**config.mk**
```make
export PLATFORM = sky130hd
export DESIGN_NAME = serial_tx_buffer
export DESIGN_NICKNAME = d
export VERILOG_FILES = /design/src/rtl/serial_tx_buffer_pkg.sv /design/src/rtl/byte_fifo.sv /design/src/rtl/serial_tx_buffer.sv
export SDC_FILE = /design/constraint.sdc
export NUM_CORES = 1
export LEC_CHECK = 0
export BUFFER_PORTS_ARGS = -buffer_cell sky130_fd_sc_hd__buf_2
export CAP_MARGIN = 40
export CELL_PAD_IN_SITES_DETAIL_PLACEMENT = 1
export CELL_PAD_IN_SITES_GLOBAL_PLACEMENT = 2
export CORE_ASPECT_RATIO = 0.6
export CORE_MARGIN = 1
export CORE_UTILIZATION = 46
export DETAILED_ROUTE_END_ITERATION = 16
export MAX_ROUTING_LAYER = met4
export PLACE_DENSITY = 0.77
export SLEW_MARGIN = 20
export SYNTH_ARGS = -nofsm -noshare
export SYNTH_HDL_FRONTEND = slang
export SYNTH_SLANG_ARGS = --single-unit
```
**constraint.sdc**
```tcl
create_clock -name clk -period 4.7 [get_ports clk]
set_clock_uncertainty 0.1 [all_clocks]
set_input_delay 0.94 -clock clk [delete_from_list [all_inputs] [get_ports clk]]
set_output_delay 0.94 -clock clk [all_outputs]
set_load 0.02 [all_outputs]
```
**src/rtl/serial_tx_buffer_pkg.sv**
```systemverilog
// Shared types for the serial transmit path: sequencer state encoding and byte width.
package serial_tx_buffer_pkg;

  localparam int BYTE_W = 8;

  typedef enum logic [1:0] {
    TXB_IDLE,
    TXB_LAUNCH,
    TXB_WAIT_BUSY,
    TXB_WAIT_DONE
  } TxBufState_t;

endpackage

```
**src/rtl/byte_fifo.sv**
```systemverilog
// Byte FIFO with registered count/full, sticky overflow and synchronous flush.
module byte_fifo
  import serial_tx_buffer_pkg::*;
#(
  parameter int DEPTH  = 16,
  parameter int ADDR_W = $clog2(DEPTH)
) (
  input  logic              clk,
  input  logic              rst,
  input  logic              flush,
  input  logic              push,
  input  logic [BYTE_W-1:0] wr_data,
  input  logic              pop,
  output logic [BYTE_W-1:0] rd_data,
  output logic [ADDR_W:0]   count,
  output logic              full,
  output logic              overflow
);

  localparam logic [ADDR_W:0] FULL_CNT = (ADDR_W+1)'(DEPTH);
  localparam logic [ADDR_W:0] ONE      = (ADDR_W+1)'(1);

  logic [BYTE_W-1:0] mem [DEPTH];
  logic [ADDR_W-1:0] wr_ptr, rd_ptr;
  logic [ADDR_W:0]   count_nxt;
  logic              pop_ok, accept, drop;

  // A pop frees a slot in the same clk, so a full FIFO still takes a push then.
  assign pop_ok  = pop && (count != '0);
  assign accept  = push && !flush && (!full || pop_ok);
  assign drop    = push && !flush && !accept;
  assign rd_data = mem[rd_ptr];

  always_comb begin
    count_nxt = count;
    if (flush) count_nxt = '0;
    else begin
      case ({accept, pop_ok})
        2'b10:   count_nxt = count + ONE;
        2'b01:   count_nxt = count - ONE;
        default: count_nxt = count;
      endcase
    end
  end

  always_ff @(posedge clk) begin
    if (accept) mem[wr_ptr] <= wr_data;
  end

  always_ff @(posedge clk or negedge rst) begin
    if (!rst) begin
      wr_ptr   <= '0;
      rd_ptr   <= '0;
      count    <= '0;
      full     <= 1'b0;
      overflow <= 1'b0;
    end else begin
      count <= count_nxt;
      full  <= (count_nxt == FULL_CNT);
      if (flush) begin
        wr_ptr   <= '0;
        rd_ptr   <= '0;
        overflow <= 1'b0;
      end else begin
        if (accept) wr_ptr <= wr_ptr + 1'b1;
        if (pop_ok) rd_ptr <= rd_ptr + 1'b1;
        if (drop)   overflow <= 1'b1;
      end
    end
  end

endmodule

```
**src/rtl/serial_tx_buffer.sv**
```systemverilog
// Byte FIFO plus start_tx/tx_ready transmit sequencer feeding the RS232 TX block.
module serial_tx_buffer
  import serial_tx_buffer_pkg::*;
#(
  parameter int DEPTH       = 16,
  parameter int ADDR_W      = $clog2(DEPTH),
  parameter int ACK_TIMEOUT = 4
) (
  input  logic              clk,
  input  logic              rst,
  input  logic [BYTE_W-1:0] in_data,
  input  logic              in_push,
  output logic              in_full,
  output logic              empty,
  output logic [ADDR_W:0]   count,
  input  logic              flush,
  output logic [BYTE_W-1:0] tx_data,
  output logic              start_tx,
  input  logic              tx_ready,
  output logic              overflow,
  output logic              ack_lost
);

  localparam int             TMR_W    = $clog2(ACK_TIMEOUT + 1);
  localparam logic [TMR_W-1:0] TMO_LAST = TMR_W'(ACK_TIMEOUT - 1);
  localparam logic [TMR_W-1:0] TMR_ONE  = TMR_W'(1);

  TxBufState_t       state, state_nxt;
  logic [TMR_W-1:0]  timer, timer_nxt;
  logic              pop, ack_set;
  logic [BYTE_W-1:0] head;

  byte_fifo #(.DEPTH(DEPTH), .ADDR_W(ADDR_W)) u_fifo (
    .clk      (clk),
    .rst      (rst),
    .flush    (flush),
    .push     (in_push),
    .wr_data  (in_data),
    .pop      (pop),
    .rd_data  (head),
    .count    (count),
    .full     (in_full),
    .overflow (overflow)
  );

  assign pop      = (state == TXB_IDLE) && (count != '0) && tx_ready;
  assign start_tx = (state == TXB_LAUNCH);
  assign empty    = (count == '0) && (state == TXB_IDLE);

  always_comb begin
    state_nxt = state;
    timer_nxt = timer;
    ack_set   = 1'b0;
    case (state)
      TXB_IDLE:      if (pop) state_nxt = TXB_LAUNCH;
      TXB_LAUNCH: begin
        state_nxt = TXB_WAIT_BUSY;
        timer_nxt = '0;
      end
      TXB_WAIT_BUSY: begin
        // Timer counts clks spent here; the last one without tx_ready falling is a lost ack.
        if (!tx_ready) state_nxt = TXB_WAIT_DONE;
        else if (timer == TMO_LAST) begin
          ack_set   = 1'b1;
          state_nxt = TXB_IDLE;
        end else timer_nxt = timer + TMR_ONE;
      end
      TXB_WAIT_DONE: if (tx_ready) state_nxt = TXB_IDLE;
      default:       state_nxt = TXB_IDLE;
    endcase
  end

  always_ff @(posedge clk or negedge rst) begin
    if (!rst) begin
      state    <= TXB_IDLE;
      timer    <= '0;
      tx_data  <= '0;
      ack_lost <= 1'b0;
    end else begin
      state <= state_nxt;
      timer <= timer_nxt;
      if (pop) tx_data <= head;
      // A timeout landing in a flush clk is a fresh event and survives the clear.
      if (ack_set)    ack_lost <= 1'b1;
      else if (flush) ack_lost <= 1'b0;
    end
  end

endmodule

```
# Yosys cells after proc, flatten, opt, wreduce, memory -nomap -nowiden
# Memories as Yosys holds them, arrays and structs flattened. A register that Yosys moved wholly into a read port is not among the register bits.
# Index checks and enable logic that the tools add are counted.
# totals
regBits	21
latchBits	0
ramBits	128
romBits	0
input_bits	13
output_inout_bits	18
word_cells	71
memories	1
# mem_list
memory	words	word_bits	read_ports	rd_ports_with_merged_regs	write_ports	line	rtl
u_fifo.mem	16	8	1	1	1	byte_fifo.sv:23	logic [BYTE_W-1:0] mem [DEPTH];
# op_classes
addsub	5
n_mul	0
div	0
order_cmp	0
eq_ne	12
n_shift	0
mux	23
bitwise	0
n_reduce_logical	22
# op_table
operator	n
$mux 4	4
$pmux 5 s2	1
$reduce_bool 2->1	5
$mux 1	9
$add 4x1->4 const B	2
$mux 2	4
$pmux 2 s4	1
$logic_and 1x1->1	7
$eq 2x2->1 const B	3
$mux 3	2
$ne 2x2->1 const B	3
$pmux 3 s2	1
$reduce_and 3->1	2
$add 5x1->5 const B	1
$eq 5x5->1 const B	1
$logic_not 5->1	1
$mux 5	1
$reduce_bool 5->1	1
$sub 5x1->5 const B	1
$eq 2x1->1 const B	2
$logic_not 1->1	4
$add 3x1->3 const B	1
$eq 3x2->1 const B	1
$ne 3x3->1 const B	1
3 further kinds	3

# Longest topological paths before layout
# Gate-level depths: netlist (run 1).
# logic_depth
word_depth	10
ltp_mapped	16
depth_no_buf	15

# Cells and area by module
# A second synthesis (run 1) with hierarchy kept.
# unflattened
cells_unflattened	354
hier_area_um2	6571.3
# by_module_without_submodules
module	n_inst	cells_per_inst	area_per_inst_um2	seq_area_each_um2
byte_fifo	1	289	5829.3	4219.0
serial_tx_buffer	1	65	742.0	350.3

# Worst setup path before layout (run 1)
# OpenSTA, ideal clock, no wires.
# synth_timing
path_kind	reg-to-reg
start	reg u_fifo.count[2]
end	reg u_fifo.full
setup_time_ns	0.100
t_arrival_ns	3.501
required_time_ns	4.500
setup_slack_ns	0.999
path_stages_with_launch	16
n_path_buf	1
period_less_slack_ns	3.701
cell_sequence	dfrtp_1 -> or3_4 -> o311ai_4 -> inv_4 -> o21ai_4 -> nor2_2 -> buf_6 -> inv_1 -> ha_1 -> xor2_1 -> ha_1 -> a21oi_1 -> or3b_2 -> a31oi_1 -> xnor2_1 -> nor4bb_1
# synth_via
elab_chain_len	10
word_cells_on_any_way	13
classes_between	2 x add/sub; 3 x eq/ne; 2 x mux; 6 x reduce/logical
# synth_rtl
element	line	rtl
start, declared	byte_fifo.sv:15	output logic [ADDR_W:0] count,
start signal, assigned	byte_fifo.sv:58	count <= count_nxt;
$reduce_bool 5->1	byte_fifo.sv:29, serial_tx_buffer.sv:46	
$logic_and 1x1->1 (2 in series)	serial_tx_buffer.sv:46	assign pop = (state == TXB_IDLE) && (count != '0) && tx_ready;
$logic_and 1x1->1	byte_fifo.sv:29	assign pop_ok = pop && (count != '0);
$logic_or 1x1->1	byte_fifo.sv:30	assign accept = push && !flush && (!full || pop_ok);
$logic_and 1x1->1	byte_fifo.sv:30	
$eq 2x1->1 or $eq 2x2->1 (tied branches)	byte_fifo.sv:38	case ({accept, pop_ok})
$pmux 5 s2 (*)	byte_fifo.sv:38	
$mux 5 (*)	byte_fifo.sv:36	if (flush) count_nxt = '0;
$eq 5x5->1 (*)	byte_fifo.sv:59	full <= (count_nxt == FULL_CNT);
end signal, assigned	byte_fifo.sv:59	
end, declared	byte_fifo.sv:16	output logic full,
# Mark *: on every way between the ends. The rest lies on a longest branch, timed or not.
# A chain may end at the register's enable or synchronous reset.

# Worst setup path after layout (run 1)
# Same ends and word-level chain as after synthesis.

==> impl_metrics.ini, run 1 <==
[critical_path]
critPathMaxFanout = 17
crit_path_end_kind = flop
max_stage_delay_ps = 540
crit_required_ps = 4920
path_cells = or3_4, o311ai_4, inv_4, o21ai_4, nor2_2, inv_1, ha_1, xor2_1, ha_1, a21oi_1, or3b_2, a31oi_1, xnor2_1, nor4bb_1
cpMostUsedCell = ha_1
r2r-start = u_fifo.count[2]
crit_start = u_fifo.count[2]
critPathKind = reg -> reg
worstPathArrival_ps = 4410
crit_slowest_cell = o311ai_4
crit_path_start_kind = flop

[global_route]
use_met2_pct = 31.57
grt_first_pass_wirelength_um = 21870
grt_use_total_pct = 22.28
antenna_found_initial = 0
use_met3_pct = 5.673
grt_pass1_vias = 3618
grt_max_degree = 30
met1_usage_pct = 32.04
grt.overflow.total = 0
top_usage_layer = met1

[timing]
hold_viol = 0
finalCritPeriodShare_pct = 89.21
final.setup.tns_ps = 0
fmax_mhz = 238.5
setup_violations = 0
drv_slew = 0
max_slew.worst_pin.slew_ps = 803.9
worst_slack_ps = 507.1
slew_headroom_pct = 46.41
finalCriticalPeriod_ps = 4193
rsz0062_at_grt = no

[logic_synthesis]
synthTopCellsByCount = edfxtp_1, mux4_2, dfrtp_1, nor2_1
yosys_warnings = 0
synth_edf_count = 128
muxShareOfSynthArea_pct = 11.42
synth_area_per_cell_um2 = 17.48
synth_cells = 371
syn-num-nets = 399
netlist_area_mm2 = 0.006485
synth_ff_type = edfxtp_1
synthTopCellsByArea = edfxtp_1, dfrtp_1, mux4_2
synth-compound-area-share_pct = 5.943
synth_xor_area_share_pct = 1.351
synthSimpleGateAreaFrac_pct = 5.904
synth.distinct_cells = 45
synth-adder-area-share_pct = 2.894
seq_area_frac_synth_pct = 70.46
synth_top_cell_by_area = edfxtp_1
yosysMostFrequentCell = edfxtp_1
ys_ff_latch = 157
async_flop_share_pct = 18.47
synth_top_family_by_area = multiplexers
synth.top_cell.area_share_pct = 59.27

[clock_tree]
clock_latency_ps = 420
h-tree-depth = 4
cts_resized = 0
tritoncts = done
cts_hold_buf = 0
cts_setup_buffers = 0
cts.sinks = 157
root_buffer = clkbuf_16
cts_made_buffers = 17
clk_pin_slew_ps = 60
cts_buffer_depth = 2

[detailed_routing]
first_pass_iters = 4
post-route-drc-count = 0
vias = 3490
routedWlPerCell_um = 23.45
vias_per_cell = 5.693
drt_iter0_markers = 210
totalWireLength_um = 14370
ant_nets = 0

[power_and_ir_drop]
leakage_nw = 2.683
p_per_area_mw_per_mm2 = 475.9
peakVddDrop_mv = 0.2337

[place]
dp.cells = 581
dp_hpwl_um = 9351
port_buffers = 30
gp_congestion = 0.7252
dp_slack_ps = 554.4

[cells_and_area]
finalNonFillerCells = 613
syn_to_final_growth_pct = 15.26
antenna_cells = 0
final_util_pct = 54.53
drive_gt1_share_pct = 24.70
fin_nets = 436

[min_path]
hold_start = tx_data[1]
hp-class = reg -> reg

[floorplanning]
die_x_um = 155.3
pin_count = 31
die_area_mm2 = 0.01459
core_mm2 = 0.01371
start_util_pct = 47.31
die_h_um = 93.97
rows = 33

[job]
timing.max_cap.violations = 0

[status]
outcome = finished, final reports clean
stage by stage:
step | cell area (um2) | power (mW) | hold WS (ps)
after floorplan | 6485 | 1.923 | 400.7
after global placement | 6819 | 2.065 | 355.9
after detailed placement | 6830 | 2.086 | 375.7
after CTS | 7475 | 3.586 | 388.8
after global routing | 7475 | 3.690 | 409.3
final | 7475 | 3.557 | 381.5
report_power, final:
part	switching, mW	leakage (nW)	internal (mW)	total, mW
registers	0.0521	1.54	1.57	1.62
logic	0.280	0.831	0.155	0.435
clock network	0.559	0.315	0.943	1.50
registers in the layout (all words and copies together), names as in the netlist:
register,count
ack_lost,1
state,2
timer,3
tx_data,8
u_fifo.count,5
u_fifo.full,1
u_fifo.mem,128
u_fifo.overflow,1
u_fifo.rd_ptr,4
u_fifo.wr_ptr,4
metal layers:
metal | up-vias | routed length (um)
met1 | 1830 | 7023
met4 | 0 | 129
met3 | 16 | 812
met2 | 104 | 6408
met5 | - | 0
li1 | 1540 | -
worst paths after layout:
kind / cells past startpoint / slack, ps / to
setup reg to reg: 14 / 510 / u_fifo.full
hold / removal: 2 / 380 / tx_data[1]
min in group asynchronous: 1 / 470 / state[1]
max in group asynchronous: 1 / 3510 / u_fifo.rd_ptr[1]
hold reg to reg: 2 / 380 / tx_data[1]
setup / recovery: 14 / 510 / u_fifo.full
layout by cell type (no fill, tap or decap), types with 4 or more instances in the layout:
cell type,netlist,final
xor2_1,4,4
dfrtp_1,29,28
a21oi_1,16,16
clkinv_2,0,5
ha_1,15,15
a22o_1,6,6
nor2b_1,4,4
and3_1,16,16
xnor2_1,6,6
edfxtp_1,128,128
inv_1,14,14
nor2_1,17,17
o21ai_0,11,11
bufinv_16,0,5
mux4_2,32,32
nand2_1,12,12
a221oi_1,8,8
o22ai_1,4,4
buf_2,6,30
clkbuf_16,0,17
cell families after synthesis:
kind of cell / Yosys count
buffers and inverters: 30
xor gates and xnor gates: 10
adders and majority gates: 15
muxes: 34
AOI/OAI and AO/OA: 55
and+or+nand+nor: 70
DFF: 157
area by class of cell:
class / count / area (um2)
fill: 1309 / 6233
sequential: 157 / 4571
multi-input combinational: 184 / 1784
clock buffer: 17 / 425.4
tap: 192 / 240.2
clock inverter: 15 / 219.0
timing repair buffer: 33 / 176.4
inverter: 15 / 58.81
critical path: cells and delay by family, from the launching register on:
family / cells / cell delay, ps
simple gates: 4 / 1340
compound gates: 4 / 1060
fa+ha+maj: 2 / 540
flops: 1 / 470
xor+xnor: 2 / 290
buf+inv: 2 / 260
Power figures use the tool's default switching activity.
==> run 2, diff against run 1 <==
Settings changed: REMOVE_ABC_BUFFERS set to 1.
==> impl_metrics.ini, run 2 (synthesis gave the netlist of run 1 again) <==
[status]
outcome = finished, violations left
violations = design-rule violations

[power_and_ir_drop]
p_switching_uw = 880.3
peakVddDrop_mv = 0.2369
switching_share_pct = 25.54
p_total_mw = 3.446
seqPwrFrac_pct = 47.1
leakage_nw = 2.693
p_comb_share_pct = 12.9
p_per_area_mw_per_mm2 = 460.9
power_frac_clock_pct = 40.0
intPower_mw = 2.566

[cells_and_area]
syn_to_final_growth_pct = 15.30
top_register = u_fifo.mem
largest_register_ffs = 128
fillers = 1272
mostFrequentLayoutCells = edfxtp_1, mux4_2, buf_2, dfrtp_1, clkbuf_16
final_util_pct = 54.55
finalNonFillerCells = 619
layout_commonest_cell = edfxtp_1
reg_top3 = u_fifo.mem x128, tx_data x8, u_fifo.count x5
antenna_cells = 0
drive_gt1_share_pct = 25.06
fin_nets = 442

[place]
port_buffers = 30
gp_congestion = 0.7772
dp.cells = 586
dp_hpwl_um = 9902

[clock_tree]
cts_hold_buf = 0
cts_made_buffers = 17
cts_buffer_depth = 2
cts_setup_buffers = 0
cts_resized = 0
clk_pin_slew_ps = 70
root_buffer = clkbuf_16
tritoncts = done
cts.sinks = 157
h-tree-depth = 4
clock_latency_ps = 420

[timing]
fmax_mhz = 246.2
finalCritPeriodShare_pct = 86.41
hold_ws_ps = 387.2
slew_headroom_pct = 45.17
setup_violations = 0
hold_viol = 0
rsz0062_at_grt = no
finalCriticalPeriod_ps = 4061
final.setup.tns_ps = 0
drv_slew = 0
max_slew.worst_pin.slew_ps = 822.4

[detailed_routing]
ant_nets = 0
drt_iter0_markers = 345
first_pass_iters = 11
post-route-drc-count = 2
routedWlPerCell_um = 24.47
vias_per_cell = 5.759
totalWireLength_um = 15150
vias = 3565

[global_route]
grt_max_degree = 30
antenna_found_initial = 0
grt_use_total_pct = 23.37
grt.overflow.total = 0
grt_first_pass_wirelength_um = 22800
grt_pass1_vias = 3656

[min_path]
hold-path-cell-count = 2
hold_start = tx_data[1]
hp-class = reg -> reg
hold-path-endpoint = tx_data[1]

[critical_path]
r2r_setup_slack_ps = 640
crit_required_ps = 4910
reg2reg_to = u_fifo.full
crit_path_start_kind = flop
critPathKind = reg -> reg
r2r_cells = 15
worstPathArrival_ps = 4270
r2r-start = u_fifo.count[2]
critPathMaxFanout = 18
crit_path_end_kind = flop

[floorplanning]
start_util_pct = 47.31
die_h_um = 93.97
pin_count = 31
die_area_mm2 = 0.01459
core_mm2 = 0.01371
die_x_um = 155.3
rows = 33

[job]
timing.max_cap.violations = 0
## run 2: cell count changes in the layout (fill, tap and decap cells not counted), sizes merged
cell and delta:
clkbuf +8, clkinvlp -1, inv -1, clkinv -2, buf +6, bufinv -4
## run 2: through the flow
step | instance area, um2 | worst slack [ps]
6_report | 7477 | 638.6
5_1_grt | 7477 | 409.5
4_1_cts | 7466 | 270.8
3_5_place_dp | 6864 | 292.4
3_3_place_gp | 6842 | 503.4
2_1_floorplan | 6412 | 921.8
## run 2: worst max-delay path by stage
| stage | cells after the start | start | slack, ps | end |
|---|---|---|---|---|
| 2_1_floorplan | 14 | u_fifo.count[2] | 920 | u_fifo.full |
| 3_3_place_gp | 14 | u_fifo.count[2] | 500 | u_fifo.full |
| 3_5_place_dp | 14 | u_fifo.count[2] | 290 | u_fifo.full |
| 4_1_cts | 14 | u_fifo.count[2] | 270 | u_fifo.full |
| 5_1_grt | 15 | u_fifo.count[2] | 410 | u_fifo.full |
| 6_report | 15 | u_fifo.count[2] | 640 | u_fifo.full |
## run 2: routing by layer
metal	GRT usage [%]	share of wire [%]
met5	-	0
met4	7.598	1.3
met3	3.967	5.7
met2	31.27	43
met1	36.11	50
## run 2: layout make-up
cell class / count / area (um2) / area share [%]
inverters: 15 / 58.81 / 0.7865
multi-input cells: 184 / 1784 / 23.86
clock inverters: 7 / 73.82 / 0.9873
flip-flops and latches: 157 / 4571 / 61.13
well taps: 192 / 240.2 / 3.213
repair buffers: 39 / 221.5 / 2.962
clock buffers: 25 / 528.0 / 7.062
## run 2: power groups by stage
stage | Sequential (mW) | Combinational (mW) | Clock, mW
2_1_floorplan | 1.69 | 0.232 | 0
3_3_place_gp | 1.65 | 0.422 | 0
3_5_place_dp | 1.65 | 0.441 | 0
4_1_cts | 1.62 | 0.443 | 1.40
5_1_grt | 1.63 | 0.488 | 1.45
6_report | 1.62 | 0.443 | 1.38
## run 2: critical path, cell delays in order, from the launching register on
cell      delay [ps]
dfrtp_1          460
or3_4            460
o311ai_4         250
buf_6            240
inv_4             90
o21ai_4          190
nor2_2           140
inv_1            110
ha_1             290
xor2_1           170
ha_1             240
a21oi_1           90
or3b_2           450
a31oi_1          260
xnor2_1          120
nor4bb_1         270
